`src/rtl/text_pkg.sv`:
```
// Shared definitions for the 7-bit ASCII text link.
//   CW_W / DATA_W   : codeword and character widths
//   DATA_POS        : codeword position (1-based) of each data bit d0..d6
//   hamming_enc     : character -> Hamming(11,7) codeword (even parity)
//   hamming_syndrome: codeword -> XOR of the indices of all set positions
//   hamming_extract : codeword -> character (reads the data positions)
//   pos_mask        : 1-based position -> one-hot flip mask (0 outside 1..11)
// Codeword vectors are packed so that bit [p-1] holds position p.
package text_pkg;

  localparam int CW_W   = 11;
  localparam int DATA_W = 7;

  // Entry i is the position of data bit di.
  localparam logic [DATA_W-1:0][3:0] DATA_POS =
    {4'd11, 4'd10, 4'd9, 4'd7, 4'd6, 4'd5, 4'd3};

  function automatic logic [CW_W-1:0] pos_mask(input logic [3:0] pos);
    logic [CW_W-1:0] m;
    m = '0;
    if (pos >= 4'd1 && pos <= 4'(CW_W)) m[pos - 4'd1] = 1'b1;
    return m;
  endfunction

  function automatic logic [CW_W-1:0] hamming_enc(input logic [DATA_W-1:0] d);
    logic [CW_W-1:0] cw;
    logic            p;
    cw = '0;
    for (int i = 0; i < DATA_W; i++) cw[DATA_POS[i] - 4'd1] = d[i];
    // Parity slots are still zero while their own parity is summed, so
    // including them in the XOR does not disturb the result.
    for (int k = 0; k < 4; k++) begin
      p = 1'b0;
      for (int pos = 1; pos <= CW_W; pos++) begin
        if (pos[k]) p = p ^ cw[pos-1];
      end
      cw[(1 << k) - 1] = p;
    end
    return cw;
  endfunction

  function automatic logic [3:0] hamming_syndrome(input logic [CW_W-1:0] cw);
    logic [3:0] s;
    s = 4'd0;
    for (int pos = 1; pos <= CW_W; pos++) begin
      if (cw[pos-1]) s = s ^ 4'(pos);
    end
    return s;
  endfunction

  function automatic logic [DATA_W-1:0] hamming_extract(input logic [CW_W-1:0] cw);
    logic [DATA_W-1:0] d;
    d = '0;
    for (int i = 0; i < DATA_W; i++) d[i] = cw[DATA_POS[i] - 4'd1];
    return d;
  endfunction

endpackage

```
`src/rtl/text_channel.sv`:
```
// Noisy channel model: registers the codeword with at most one bit flipped.
// A 16-bit Fibonacci LFSR (taps 16,14,13,11) steps every clock out of reset;
// its low nibble picks the position to flip (1..11), other values flip nothing.
// Ports:
//   clk    in   system clock, rising edge
//   reset  in   asynchronous active-low reset
//   cw_in  in   11-bit codeword from the encoder stage
//   cw_out out  11-bit registered channel word
module text_channel
  import text_pkg::*;
#(
  parameter bit          ERR_EN    = 1'b1,
  parameter logic [15:0] LFSR_SEED = 16'hACE1
) (
  input  logic            clk,
  input  logic            reset,
  input  logic [CW_W-1:0] cw_in,
  output logic [CW_W-1:0] cw_out
);

  logic [15:0]     lfsr_q, lfsr_d;
  logic [CW_W-1:0] err_mask;
  logic [CW_W-1:0] ch_q, ch_d;

  always_comb begin
    lfsr_d   = {lfsr_q[14:0], lfsr_q[15] ^ lfsr_q[13] ^ lfsr_q[12] ^ lfsr_q[10]};
    err_mask = ERR_EN ? pos_mask(lfsr_q[3:0]) : '0;
    ch_d     = cw_in ^ err_mask;
  end

  always_ff @(posedge clk or negedge reset) begin
    if (!reset) begin
      lfsr_q <= LFSR_SEED;
      ch_q   <= '0;
    end else begin
      lfsr_q <= lfsr_d;
      ch_q   <= ch_d;
    end
  end

  assign cw_out = ch_q;

endmodule

```
`src/rtl/text_comm_top.sv`:
```
// 7-bit ASCII text link: encoder -> noisy channel -> syndrome decoder.
// Three register stages, one character per clock, no handshake; data_out
// updates on the 3rd rising edge counting the edge that sampled data_in.
// Ports:
//   clk      in   system clock, rising edge
//   reset    in   asynchronous active-low reset
//   data_in  in   7-bit transmit character
//   data_out out  7-bit received, corrected character
module text_comm_top
  import text_pkg::*;
#(
  parameter bit          ERR_EN    = 1'b1,
  parameter logic [15:0] LFSR_SEED = 16'hACE1
) (
  input  logic              clk,
  input  logic              reset,
  input  logic [DATA_W-1:0] data_in,
  output logic [DATA_W-1:0] data_out
);

  logic [CW_W-1:0]   cw_q, cw_d;
  logic [CW_W-1:0]   ch_q;
  logic [3:0]        syndrome;
  logic [CW_W-1:0]   corrected;
  logic [DATA_W-1:0] data_out_q, data_out_d;

  always_comb begin
    cw_d = hamming_enc(data_in);
  end

  text_channel #(
    .ERR_EN    (ERR_EN),
    .LFSR_SEED (LFSR_SEED)
  ) u_channel (
    .clk    (clk),
    .reset  (reset),
    .cw_in  (cw_q),
    .cw_out (ch_q)
  );

  // Syndromes 0 and 12..15 give an all-zero mask, so the word passes as-is.
  always_comb begin
    syndrome   = hamming_syndrome(ch_q);
    corrected  = ch_q ^ pos_mask(syndrome);
    data_out_d = hamming_extract(corrected);
  end

  always_ff @(posedge clk or negedge reset) begin
    if (!reset) begin
      cw_q       <= '0;
      data_out_q <= '0;
    end else begin
      cw_q       <= cw_d;
      data_out_q <= data_out_d;
    end
  end

  assign data_out = data_out_q;

endmodule

```
`config.mk`:
```
export PLATFORM = sky130hd
export DESIGN_NAME = text_comm_top
export DESIGN_NICKNAME = d
export VERILOG_FILES = /design/src/rtl/text_pkg.sv /design/src/rtl/text_channel.sv /design/src/rtl/text_comm_top.sv
export SDC_FILE = /design/constraint.sdc
export NUM_CORES = 1
export LEC_CHECK = 0
export ABC_AREA = 0
export CAP_MARGIN = 20
export CORE_UTILIZATION = 55
export DETAILED_ROUTE_END_ITERATION = 8
export PLACE_DENSITY = 0.77
export SYNTH_ARGS = -nofsm -noshare
export SYNTH_HDL_FRONTEND = slang
export SYNTH_SLANG_ARGS = --single-unit
export TNS_END_PERCENT = 100
```
`constraint.sdc`:
```
create_clock -name clk -period 3.1 [get_ports clk]
set_input_delay 0.465 -clock clk [delete_from_list [all_inputs] [get_ports clk]]
set_output_delay 0.465 -clock clk [all_outputs]
set_load 0.01 [all_outputs]
```
### Word level (Yosys, flattened, before mapping)

Index checks and enable logic that the tools add are counted.

* register bits: 45
* bits of input ports: 9
* output and inout port bits: 7
* logic and storage cells: 62

* $add $sub $neg: 2
* magnitude comparators: 8
* mux-type cells: 17
* bitwise gates (word level): 27
* reduce and logical (&&, ||, !) cells: 4

Operators by type and width (count)
* 2-to-1 mux 11 bit: 2
* XOR 11 bit: 2
* >= comparator 4 x 1 -> 1 bit (second input constant): 4
* 2-to-1 mux 4 bit: 4
* XOR 1 bit: 15
* 2-to-1 mux 3 bit: 4
* < comparator 4 x 5 -> 1 bit (second input constant): 2
* NOT 2 bit: 5
* demux 1 bit (select 4 bit): 2
* <= comparator 4 bit (second input constant): 2
* subtractor 4 x 1 -> 4 bit (second input constant): 2
* NOT 3 bit: 2
* logical AND 1 bit: 4
* 2-to-1 mux 2 bit: 2
* 2-to-1 mux 1 bit: 3
* NOT 1 bit (first input constant): 3

### Depth between registers and ports, before layout

Gate-level depths: netlist of run 1.

* depth in word-level cells: 25
* mapped depth: 4
* depth with buffers taken out: 4

### Modules after synthesis

Synthesis of run 1 repeated with hierarchy kept, for this count alone.

* cells, all modules: 115
* area total of the unflattened synthesis: 1878.1 um^2

By module, submodules not included
* text_channel: times used 1, cells each 56, area each 1032.2 um^2, sequential area each 685.7 um^2
* text_comm_top: times used 1, cells each 59, area each 845.8 um^2, sequential area each 450.4 um^2

### Worst setup path after synthesis of run 1

No wires, ideal clock.

* path kind: flip-flop to flip-flop
* start point: register u_channel.ch_q[10] (netlist: u_channel.cw_out[10])
* end point: register data_out_q[0] (netlist: data_out[0])
* setup time: 0.128 ns
* data arrival time: 1.640 ns
* data required time: 2.972 ns
* path slack: 1.332 ns
* cell stages (with the launch flop): 5
* buffers on the path: 0
* clock period less this slack: 1.768 ns
* cells stage by stage: dfrtp_1 xnor2_1 xnor3_2 nor3_1 mux2_1

* word-level cells in the longest chain between the ends: 8
* elaborated cells on any way between the ends: 12
* those cells by class: 1 x add/sub; 4 x order compare; 4 x mux; 1 x bitwise; 2 x reduce/logical

Ends and longest elaborated chain
* from (decl): RTL line text_channel.sv:23 `logic [CW_W-1:0] ch_q, ch_d;`
* from (signal assigned): RTL line text_channel.sv:37 `ch_q <= ch_d;`
* 2-to-1 mux 4 bit *: RTL line text_pkg.sv:46 `if (cw[pos-1]) s = s ^ 4'(pos);`
* subtractor 4 x 1 -> 4 bit: RTL line text_pkg.sv:21 `if (pos >= 4'd1 && pos <= 4'(CW_W)) m[pos - 4'd1] = 1'b1;`
* < comparator 4 x 5 -> 1 bit (implied by the code) / >= comparator 4 x 1 -> 1 bit (equally long branches): RTL line text_pkg.sv:21
* logical AND 1 bit (implied by the code): RTL line text_pkg.sv:21
* 2-to-1 mux 1 bit (implied by the code): RTL line text_pkg.sv:21
* demux 1 bit (select 4 bit): RTL line text_pkg.sv:21
* 2-to-1 mux 11 bit *: RTL line text_pkg.sv:21
* XOR 11 bit *: RTL line text_comm_top.sv:44 `corrected = ch_q ^ pos_mask(syndrome);`
* via corrected[2]: RTL line text_comm_top.sv:24 `logic [CW_W-1:0] corrected;`
* to (signal assigned): RTL line text_comm_top.sv:54 `data_out_q <= data_out_d;`
* to (decl): RTL line text_comm_top.sv:25 `logic [DATA_W-1:0] data_out_q, data_out_d;`

Mark *: on every way through the listed nets, which the timed path passes. The rest lies on a longest branch.

### Worst setup path after layout of run 1

* start point: register u_channel.ch_q[10] (netlist: u_channel.cw_out[10])
* end point: register data_out_q[6] (netlist: data_out[6])

* word-level cells in the longest chain between the ends: 8
* elaborated cells on any way between the ends: 12
* those cells by class: 1 x add/sub; 4 x order compare; 4 x mux; 1 x bitwise; 2 x reduce/logical

Ends and longest elaborated chain (RTL line)
* 2-to-1 mux 4 bit: text_pkg.sv:46
* subtractor 4 x 1 -> 4 bit: text_pkg.sv:21
* < comparator 4 x 5 -> 1 bit (implied by the code) / >= comparator 4 x 1 -> 1 bit (equally long branches): text_pkg.sv:21
* logical AND 1 bit (implied by the code): text_pkg.sv:21
* 2-to-1 mux 1 bit (implied by the code): text_pkg.sv:21
* demux 1 bit (select 4 bit): text_pkg.sv:21
* 2-to-1 mux 11 bit: text_pkg.sv:21
* XOR 11 bit *: text_comm_top.sv:44
* via corrected[10]: text_comm_top.sv:24

Marks and branches as above.

==> PnR_summary.wiki, run 1 <==
{| class="wikitable"
! Metric !! Value
|-
| Outcome || completed
|-
| Effective utilization at floorplan || 57.85%
|-
| Combined area of all synthesized cells || 1752 µm²
|-
| DR WL/cell || 12.11 µm
|-
| Flop pwr share || 55.3%
|-
| Filler cell count || 220
|-
| Total power draw || 1198 µW
|-
| Average footprint of a synthesized cell || 14.84 µm²
|-
| Nets in the synthesized netlist || 127
|-
| Core area || 3028 µm²
|-
| Synth Register Bits || 45
|-
| Detailed Route Iter0 Violations || 5
|-
| Clock Latency Late Sink || 0.34 ns
|-
| Sequential share of the synthesized area || 64.86%
|-
| Number of detailed-routing iterations run before antenna repair || 2
|-
| # Post-CTS Setup Buffers || 0
|-
| Placement-stage worst setup slack || 1.188 ns
|-
| Final-report hold violation count || 0
|-
| Number of port buffers || 15
|-
| Share of post-route cells with drive strength above 1 || 15.60%
|-
| Arrival time at the worst endpoint || 2.18 ns
|-
| Synth Instances || 118
|-
| Worst setup path class || reg2reg
|-
| Share of the clock period used by the worst path after layout || 62.75%
|-
| Largest fanout on the critical path || 7
|-
| Count of nets left with antenna violations after detail routing || 0
|-
| Area added between synthesis and finish || 14.64%
|-
| Flop2flop setup slack || 1.15 ns
|-
| Via count of the routed design || 893
|-
| Worst Path Required || 3.34 ns
|-
| MaxCap Viol Count || 0
|-
| Clock slew seen by the registers of the worst setup and hold paths || 0.12 ns
|-
| Row count || 20
|-
| Clock tree from TritonCTS || yes
|-
| Detailed-placement wirelength estimate || 1621 µm
|-
| Number of inserted diodes || 0
|-
| Quantity of hold-fixing buffers added after cts || 0
|-
| Total setup violations reported at the end of the flow || 0
|-
| Number of synthesis warnings || 0
|-
| Count of cell types in the netlist || 15
|-
| Internal Power || 872.6 µW
|-
| Clock share of power || 21.9%
|-
| Slew of the pin with the lowest slew margin || 0.9224 ns
|-
| Number of clock buffers inserted by TritonCTS || 5
|-
| Setup Total Neg Slack || 0 ns
|-
| Number of H-tree levels || 2
|-
| Final critical path time including I/O delays and setup || 1.945 ns
|-
| Final setup slack of the worst path || 1.155 ns
|-
| Unrepaired setup endpoints after global routing || false
|-
| Number of global-route vias before repair || 882
|-
| Remaining max-slew budget at the tightest pin || 38.51%
|-
| Max rail drop VDD || 0.3292 mV
|-
| Wl on met1 || 909 µm
|-
| Die footprint || 3415 µm²
|-
| Height of the chip || 58.44 µm
|-
| Switching power of the nets || 325.8 µW
|-
| Logic depth of the worst register-to-register path || 4
|-
| Count of nets after finishing || 149
|-
| PwrDens || 596.8 nW/µm²
|-
| Highest clock rate || 514.0 MHz
|-
| Global-route congestion overflow total || 0
|-
| Kind of launch point of the worst setup path || register
|-
| Global-route wire length before repair || 4098 µm
|-
| Root buf cell || sky130_fd_sc_hd__clkbuf_4
|-
| Uppermost signal routing layer after detailed routing || met4
|-
| Ports placed on the boundary || 16
|-
| Reg2Reg Launch Point || u_channel.cw_out[10]
|-
| Max clock buf depth || 2
|-
| Remaining DRCs || 0
|-
| Final-report max-slew violation count || 0
|-
| Finished Core Util || 66.32%
|-
| Class of the most critical hold timing path || in2async
|-
| TritonCTS sink count || 45
|-
| Met2 layer wire length in the routed design || 1136 µm
|-
| Maximum number of pins on one net before global-route repair || 46
|-
| Tot GR Track Use || 16.99%
|-
| Wire length reported by the detailed router || 2240 µm
|-
| Routed length on met3 || 112 µm
|-
| Setup crit end kind || register
|-
| Initial antenna violation count || 0
|-
| Lkg Pwr || 0.0008498 µW
|-
| Number of cells upsized or downsized after cts || 0
|-
| Final RePlAce weighted congestion || 0.7281
|-
| Critical R2R Capture || data_out[6]
|-
| Die X || 58.44 µm
|-
| Combinational group share of total power || 22.8%
|-
| Via density || 4.827
|-
| Net switching fraction of the power || 27.19%
|-
| Layout Skew || 0.003123 ns
|}
==> placed cells by master, fill, tap and decap left out, drive strengths merged <==
master	Yosys	final
dfrtp	37	37
xnor2	26	26
xor2	18	18
clkdlybuf4s50	0	14
dfstp	8	8
nor3	7	7
nor2	6	6
clkbuf	0	6
nand2b	4	4
nand2	2	2
xnor3	2	2
nor4	2	2
nand4	2	2
mux2	2	2
clkinvlp	0	2
nand3	1	1
and4bb	1	1
buf	0	1
==> critical path, stage by stage, from the launching register on <==
cell and delay [ns]:
sky130_fd_sc_hd__dfrtp_1 0.46, sky130_fd_sc_hd__xnor2_1 0.25, sky130_fd_sc_hd__xnor3_2 0.54, sky130_fd_sc_hd__nor3_1 0.25, sky130_fd_sc_hd__mux2_1 0.34
==> area by class of cell <==
class / instances / area, µm² / share of cell area, %
clock buffer: 6 / 41.29 / 2.056
clock inverter: 2 / 15.01 / 0.7477
multi-input combinational: 73 / 615.6 / 30.65
sequential: 45 / 1136 / 56.57
tap: 44 / 55.05 / 2.741
timing repair buffer: 15 / 145.1 / 7.227
==> per-stage QoR <==
step                      hold WS, ns  cells  cell area [µm²]
after floorplan                0.1694    118             1752
after global placement         0.3357    177             1952
after detailed placement       0.3375    177             1952
after CTS                      0.2528    185             2008
after global routing           0.3145    185             2008
final                          0.2404    185             2008
==> state kept, by name (all words and copies together) (netlist names) <==
name,cells
u_channel.lfsr_q,16
cw_q,11
u_channel.cw_out,11
data_out,7
==> worst max-delay path by stage <==
stage | from | endpoint | slack [ns] | cells past startpoint
3_5_place_dp | u_channel.cw_out[10] | data_out[6] | 1.19 | 4
5_1_grt | u_channel.cw_out[10] | data_out[0] | 1.04 | 4
4_1_cts | u_channel.cw_out[10] | data_out[6] | 1.15 | 4
6_report | u_channel.cw_out[10] | data_out[6] | 1.15 | 4
3_3_place_gp | u_channel.cw_out[10] | data_out[6] | 1.28 | 4
2_1_floorplan | u_channel.cw_out[10] | data_out[0] | 1.33 | 4
==> power by group through the flow <==
stage / Sequential (µW) / Clock (µW) / Combinational (µW)
after floorplan: 685 / 0 / 167
after global placement: 673 / 0 / 263
after detailed placement: 676 / 0 / 274
after CTS: 664 / 275 / 275
after global routing: 668 / 302 / 295
final: 663 / 263 / 273
==> synth_stat cells <==
cell | number | area (µm²)
sky130_fd_sc_hd__xor2_1 | 18 | 157.7
sky130_fd_sc_hd__and4bb_1 | 1 | 12.51
sky130_fd_sc_hd__xnor2_1 | 24 | 210.2
sky130_fd_sc_hd__nand3_1 | 1 | 5.000
sky130_fd_sc_hd__xnor3_2 | 2 | 47.55
sky130_fd_sc_hd__dfstp_2 | 8 | 210.2
sky130_fd_sc_hd__nand2b_1 | 4 | 25.02
sky130_fd_sc_hd__xnor2_2 | 2 | 32.53
sky130_fd_sc_hd__nand4_1 | 2 | 12.51
sky130_fd_sc_hd__dfrtp_1 | 37 | 925.9
sky130_fd_sc_hd__nand2_1 | 2 | 7.510
sky130_fd_sc_hd__nor2_1 | 6 | 22.52
sky130_fd_sc_hd__nor3_1 | 7 | 35.03
sky130_fd_sc_hd__mux2_1 | 2 | 22.52
sky130_fd_sc_hd__nor4_2 | 2 | 25.02
==> cell families after synthesis <==
family	Yosys count	share of synthesized area, %
xor+xnor	46	25.57
flops	45	64.86
mux	2	1.286
simple gates	25	8.285
==> routing by layer <==
| layer | track usage [%] | vias to the layer above |
|---|---|---|
| met5 | 0 | - |
| met4 | 10.20 | 0 |
| met3 | 5.934 | 11 |
| met2 | 27.42 | 25 |
| met1 | 19.63 | 429 |
| li1 | - | 428 |
Power figures use the tool's default switching activity.
==> run 2: changes to the inputs <==
Clock period 3.1 ns to 2 ns, I/O delays scaled along.
==> run 2 against run 1 <==
Core utilization increased by 1.3 points; combinational power increased by 59%; largest power group unchanged; critical endpoint unchanged; wire length decreased by 0.13%; clock skew increased by 0.0011 ns; clock power increased by 100%; non-clock buffer count increased by 1; die area unchanged; sequential cell count unchanged; register-to-register slack got worse by 1.1 ns.
==> PnR_summary.wiki, run 2 (synthesis gave the netlist of run 1 again) <==
{| class="wikitable"
! Metric !! Value
|-
| Max clock buf depth || 2 (unchanged)
|-
| Row count || 20 (unchanged)
|-
| MaxCap Viol Count || 0 (unchanged)
|-
| PwrDens || 970.5 nW/µm² (+63%)
|-
| Kind of launch point of the worst setup path || register
|-
| Largest fanout on the critical path || 7 (unchanged)
|-
| Class of the most critical hold timing path || in2async
|-
| Clock slew seen by the registers of the worst setup and hold paths || 0.12 ns (about the same)
|-
| Setup crit end kind || register
|-
| Tot GR Track Use || 16.65% (-0.34 points)
|-
| Unrepaired setup endpoints after global routing || false
|-
| Total setup violations reported at the end of the flow || 0 (unchanged)
|-
| Number of inserted diodes || 0 (unchanged)
|-
| Wire length reported by the detailed router || 2237 µm (-0.13%)
|-
| Internal Power || 1482 µW (+70%)
|-
| Global-route wire length before repair || 3939 µm (-3.9%)
|-
| Layout Skew || 0.004218 ns (+0.001096 ns)
|-
| CP Launch Point || u_channel.cw_out[6]
|-
| Flip-flop count of the largest register, all copies and words added || 16 (unchanged)
|-
| Remaining DRCs || 0 (unchanged)
|-
| Cell-by-cell listing of the critical path || xnor2_2 -> xnor3_2 -> nor3_2 -> mux2_1
|-
| Worst path top cell family by delay || XOR/XNOR gates
|-
| Total power draw || 1987 µW (+66%)
|-
| Clock tree from TritonCTS || yes
|-
| Number of clock buffers inserted by TritonCTS || 5 (unchanged)
|-
| Count of nets left with antenna violations after detail routing || 0 (unchanged)
|-
| Die footprint || 3415 µm² (unchanged)
|-
| DR WL/cell || 12.03 µm (-0.67%)
|-
| Ports placed on the boundary || 16 (unchanged)
|-
| Worst setup path class || reg2reg
|-
| Logic depth of the worst register-to-register path || 4 (unchanged)
|-
| Root buf cell || sky130_fd_sc_hd__clkbuf_4
|-
| Outcome || completed
|-
| Flop pwr share || 51.7% (-3.6 points)
|-
| Share of post-route cells with drive strength above 1 || 18.31% (+2.7 points)
|-
| Number of buffers and inverters on the critical path || 0 (unchanged)
|-
| Net switching fraction of the power || 25.40% (-1.8 points)
|-
| Lkg Pwr || 0.0008734 µW (+2.8%)
|-
| Number of global-route vias before repair || 871 (-1.2%)
|-
| # Post-CTS Setup Buffers || 0 (unchanged)
|-
| Filler cell count || 221 (+0.45%)
|-
| Maximum number of pins on one net before global-route repair || 46 (unchanged)
|-
| Number of detailed-routing iterations run before antenna repair || 4 (+2)
|-
| Final-report max-slew violation count || 0 (unchanged)
|-
| Remaining max-slew budget at the tightest pin || 65.27% (+27 points)
|-
| Highest clock rate || 524.0 MHz (+1.9%)
|-
| Height of the chip || 58.44 µm (unchanged)
|-
| Instance count on the critical path || 4 (unchanged)
|-
| Final critical path time including I/O delays and setup || 1.908 ns (-0.03700 ns)
|-
| Top library cells by usage in the layout, fill and taps aside || sky130_fd_sc_hd__dfrtp_1, sky130_fd_sc_hd__xnor2_1, sky130_fd_sc_hd__xor2_1, sky130_fd_sc_hd__clkdlybuf4s50_1, sky130_fd_sc_hd__dfstp_2
|-
| Number of port buffers || 15 (unchanged)
|-
| Count of nets after finishing || 150 (+0.67%)
|-
| Max rail drop VDD || 0.5193 mV (+58%)
|-
| Die X || 58.44 µm (unchanged)
|-
| Via count of the routed design || 893 (unchanged)
|-
| Core area || 3028 µm² (unchanged)
|-
| Global-route congestion overflow total || 0 (unchanged)
|-
| Setup Total Neg Slack || 0 ns (unchanged)
|-
| Initial antenna violation count || 0 (unchanged)
|-
| Largest stage delay on the critical path || 0.56 ns (+0.02 ns)
|-
| Effective utilization at floorplan || 57.85% (unchanged)
|-
| Reg2Reg Launch Point || u_channel.cw_out[6]
|-
| Final-report hold violation count || 0 (unchanged)
|-
| Clock share of power || 26.4% (+4.5 points)
|-
| Final RePlAce weighted congestion || 0.7289 (+0.11%)
|-
| Top reg by flops || u_channel.lfsr_q
|-
| Slew of the pin with the lowest slew margin || 0.5209 ns (-0.4015 ns)
|-
| Worst Path Required || 2.24 ns (-1.10 ns)
|-
| Combinational group share of total power || 21.9% (-0.9 points)
|-
| TritonCTS sink count || 45 (unchanged)
|-
| Via density || 4.801 (-0.54%)
|-
| Critical Path Slowest Stage Cell || sky130_fd_sc_hd__xnor3_2
|-
| Detailed-placement wirelength estimate || 1615 µm (-0.40%)
|-
| Number of H-tree levels || 2 (unchanged)
|-
| Most common library cell in the layout ignoring fill and taps || sky130_fd_sc_hd__dfrtp_1
|-
| Switching power of the nets || 504.5 µW (+55%)
|-
| Arrival time at the worst endpoint || 2.15 ns (-0.03 ns)
|-
| Area added between synthesis and finish || 16.86%
|-
| Detailed Route Iter0 Violations || 13 (+8)
|-
| Share of the clock period used by the worst path after layout || 95.42% (+33 points)
|-
| Clock Latency Late Sink || 0.34 ns (about the same)
|}
-- run 2: cell count changes in the layout (fill, tap and decap cells not counted) --
| cell | delta |
|---|---|
| sky130_fd_sc_hd__dfrtp_1 | -1 |
| sky130_fd_sc_hd__clkinvlp_4 | -2 |
| sky130_fd_sc_hd__dfrtp_2 | +1 |
| sky130_fd_sc_hd__bufinv_16 | +1 |
| sky130_fd_sc_hd__buf_4 | +1 |
| sky130_fd_sc_hd__nor3_1 | -2 |
| sky130_fd_sc_hd__nor3_2 | +2 |
| sky130_fd_sc_hd__clkinv_2 | +1 |
-- run 2: layer usage --
layer / vias to the layer above / global-route usage (%) / wire length, µm
li1: 428 / - / -
met1: 435 / 18.26 / 908
met2: 24 / 27.09 / 1169
met3: 6 / 6.154 / 102
met4: 0 / 11.22 / 57
met5: - / 0 / 0
-- run 2: layout make-up --
class,instances,area [µm²],area share (%)
Tap cell,44,55.05,2.689
Clock buffer,6,41.29,2.017
Sequential cell,45,1137,55.56
Multi-Input combinational cell,73,625.6,30.56
Clock inverter,2,35.03,1.711
Timing Repair Buffer,16,152.6,7.457
-- run 2: path summary, 6_finish.rpt --
kind | end | slack, ns
max in group asynchronous | u_channel.cw_out[6] | 1.62
min in group clk | u_channel.lfsr_q[9] | 0.36
worst min-delay path | u_channel.lfsr_q[9] | 0.001
worst max-delay path | data_out[6] | 0.09
worst min register to register | u_channel.lfsr_q[9] | 0.36
worst max register to register | data_out[6] | 0.09
-- run 2: what timing repair did --
action / in CTS / in global routing
hold buffers: 0 / 0
endpoints found under the setup margin: 0 / 2
resized for setup: 0 / 3
-- run 2: power by group through the flow --
| stage | sequential (µW) | combinational [µW] | clock [µW] |
|---|---|---|---|
| floorplan | 1060 | 259 | 0 |
| global placement | 1040 | 409 | 0 |
| detailed placement | 1050 | 427 | 0 |
| CTS | 1030 | 427 | 547 |
| global route | 1030 | 468 | 586 |
| finish | 1030 | 434 | 525 |
-- run 2: metrics by stage --
step | instances | setup slack, ns | utilization, % | area, µm² | hold WS, ns
final | 186 | 0.09164 | 67.60 | 2047 | 0.001038
after global routing | 186 | 0.02217 | 67.60 | 2047 | 0.03976
after CTS | 186 | 0.05097 | 67.23 | 2036 | 0.002264
after detailed placement | 178 | 0.07032 | 64.71 | 1959 | 0.3375
after global placement | 178 | 0.1800 | 64.71 | 1959 | 0.3356
after floorplan | 118 | 0.2321 | - | 1752 | 0.004409
==> run 3: changes to the inputs <==
Settings changed: CTS_CLUSTER_SIZE set to 30.
==> results of run 3 <==
Same layout as run 2: the final DEF is identical, and so are final timing and power.
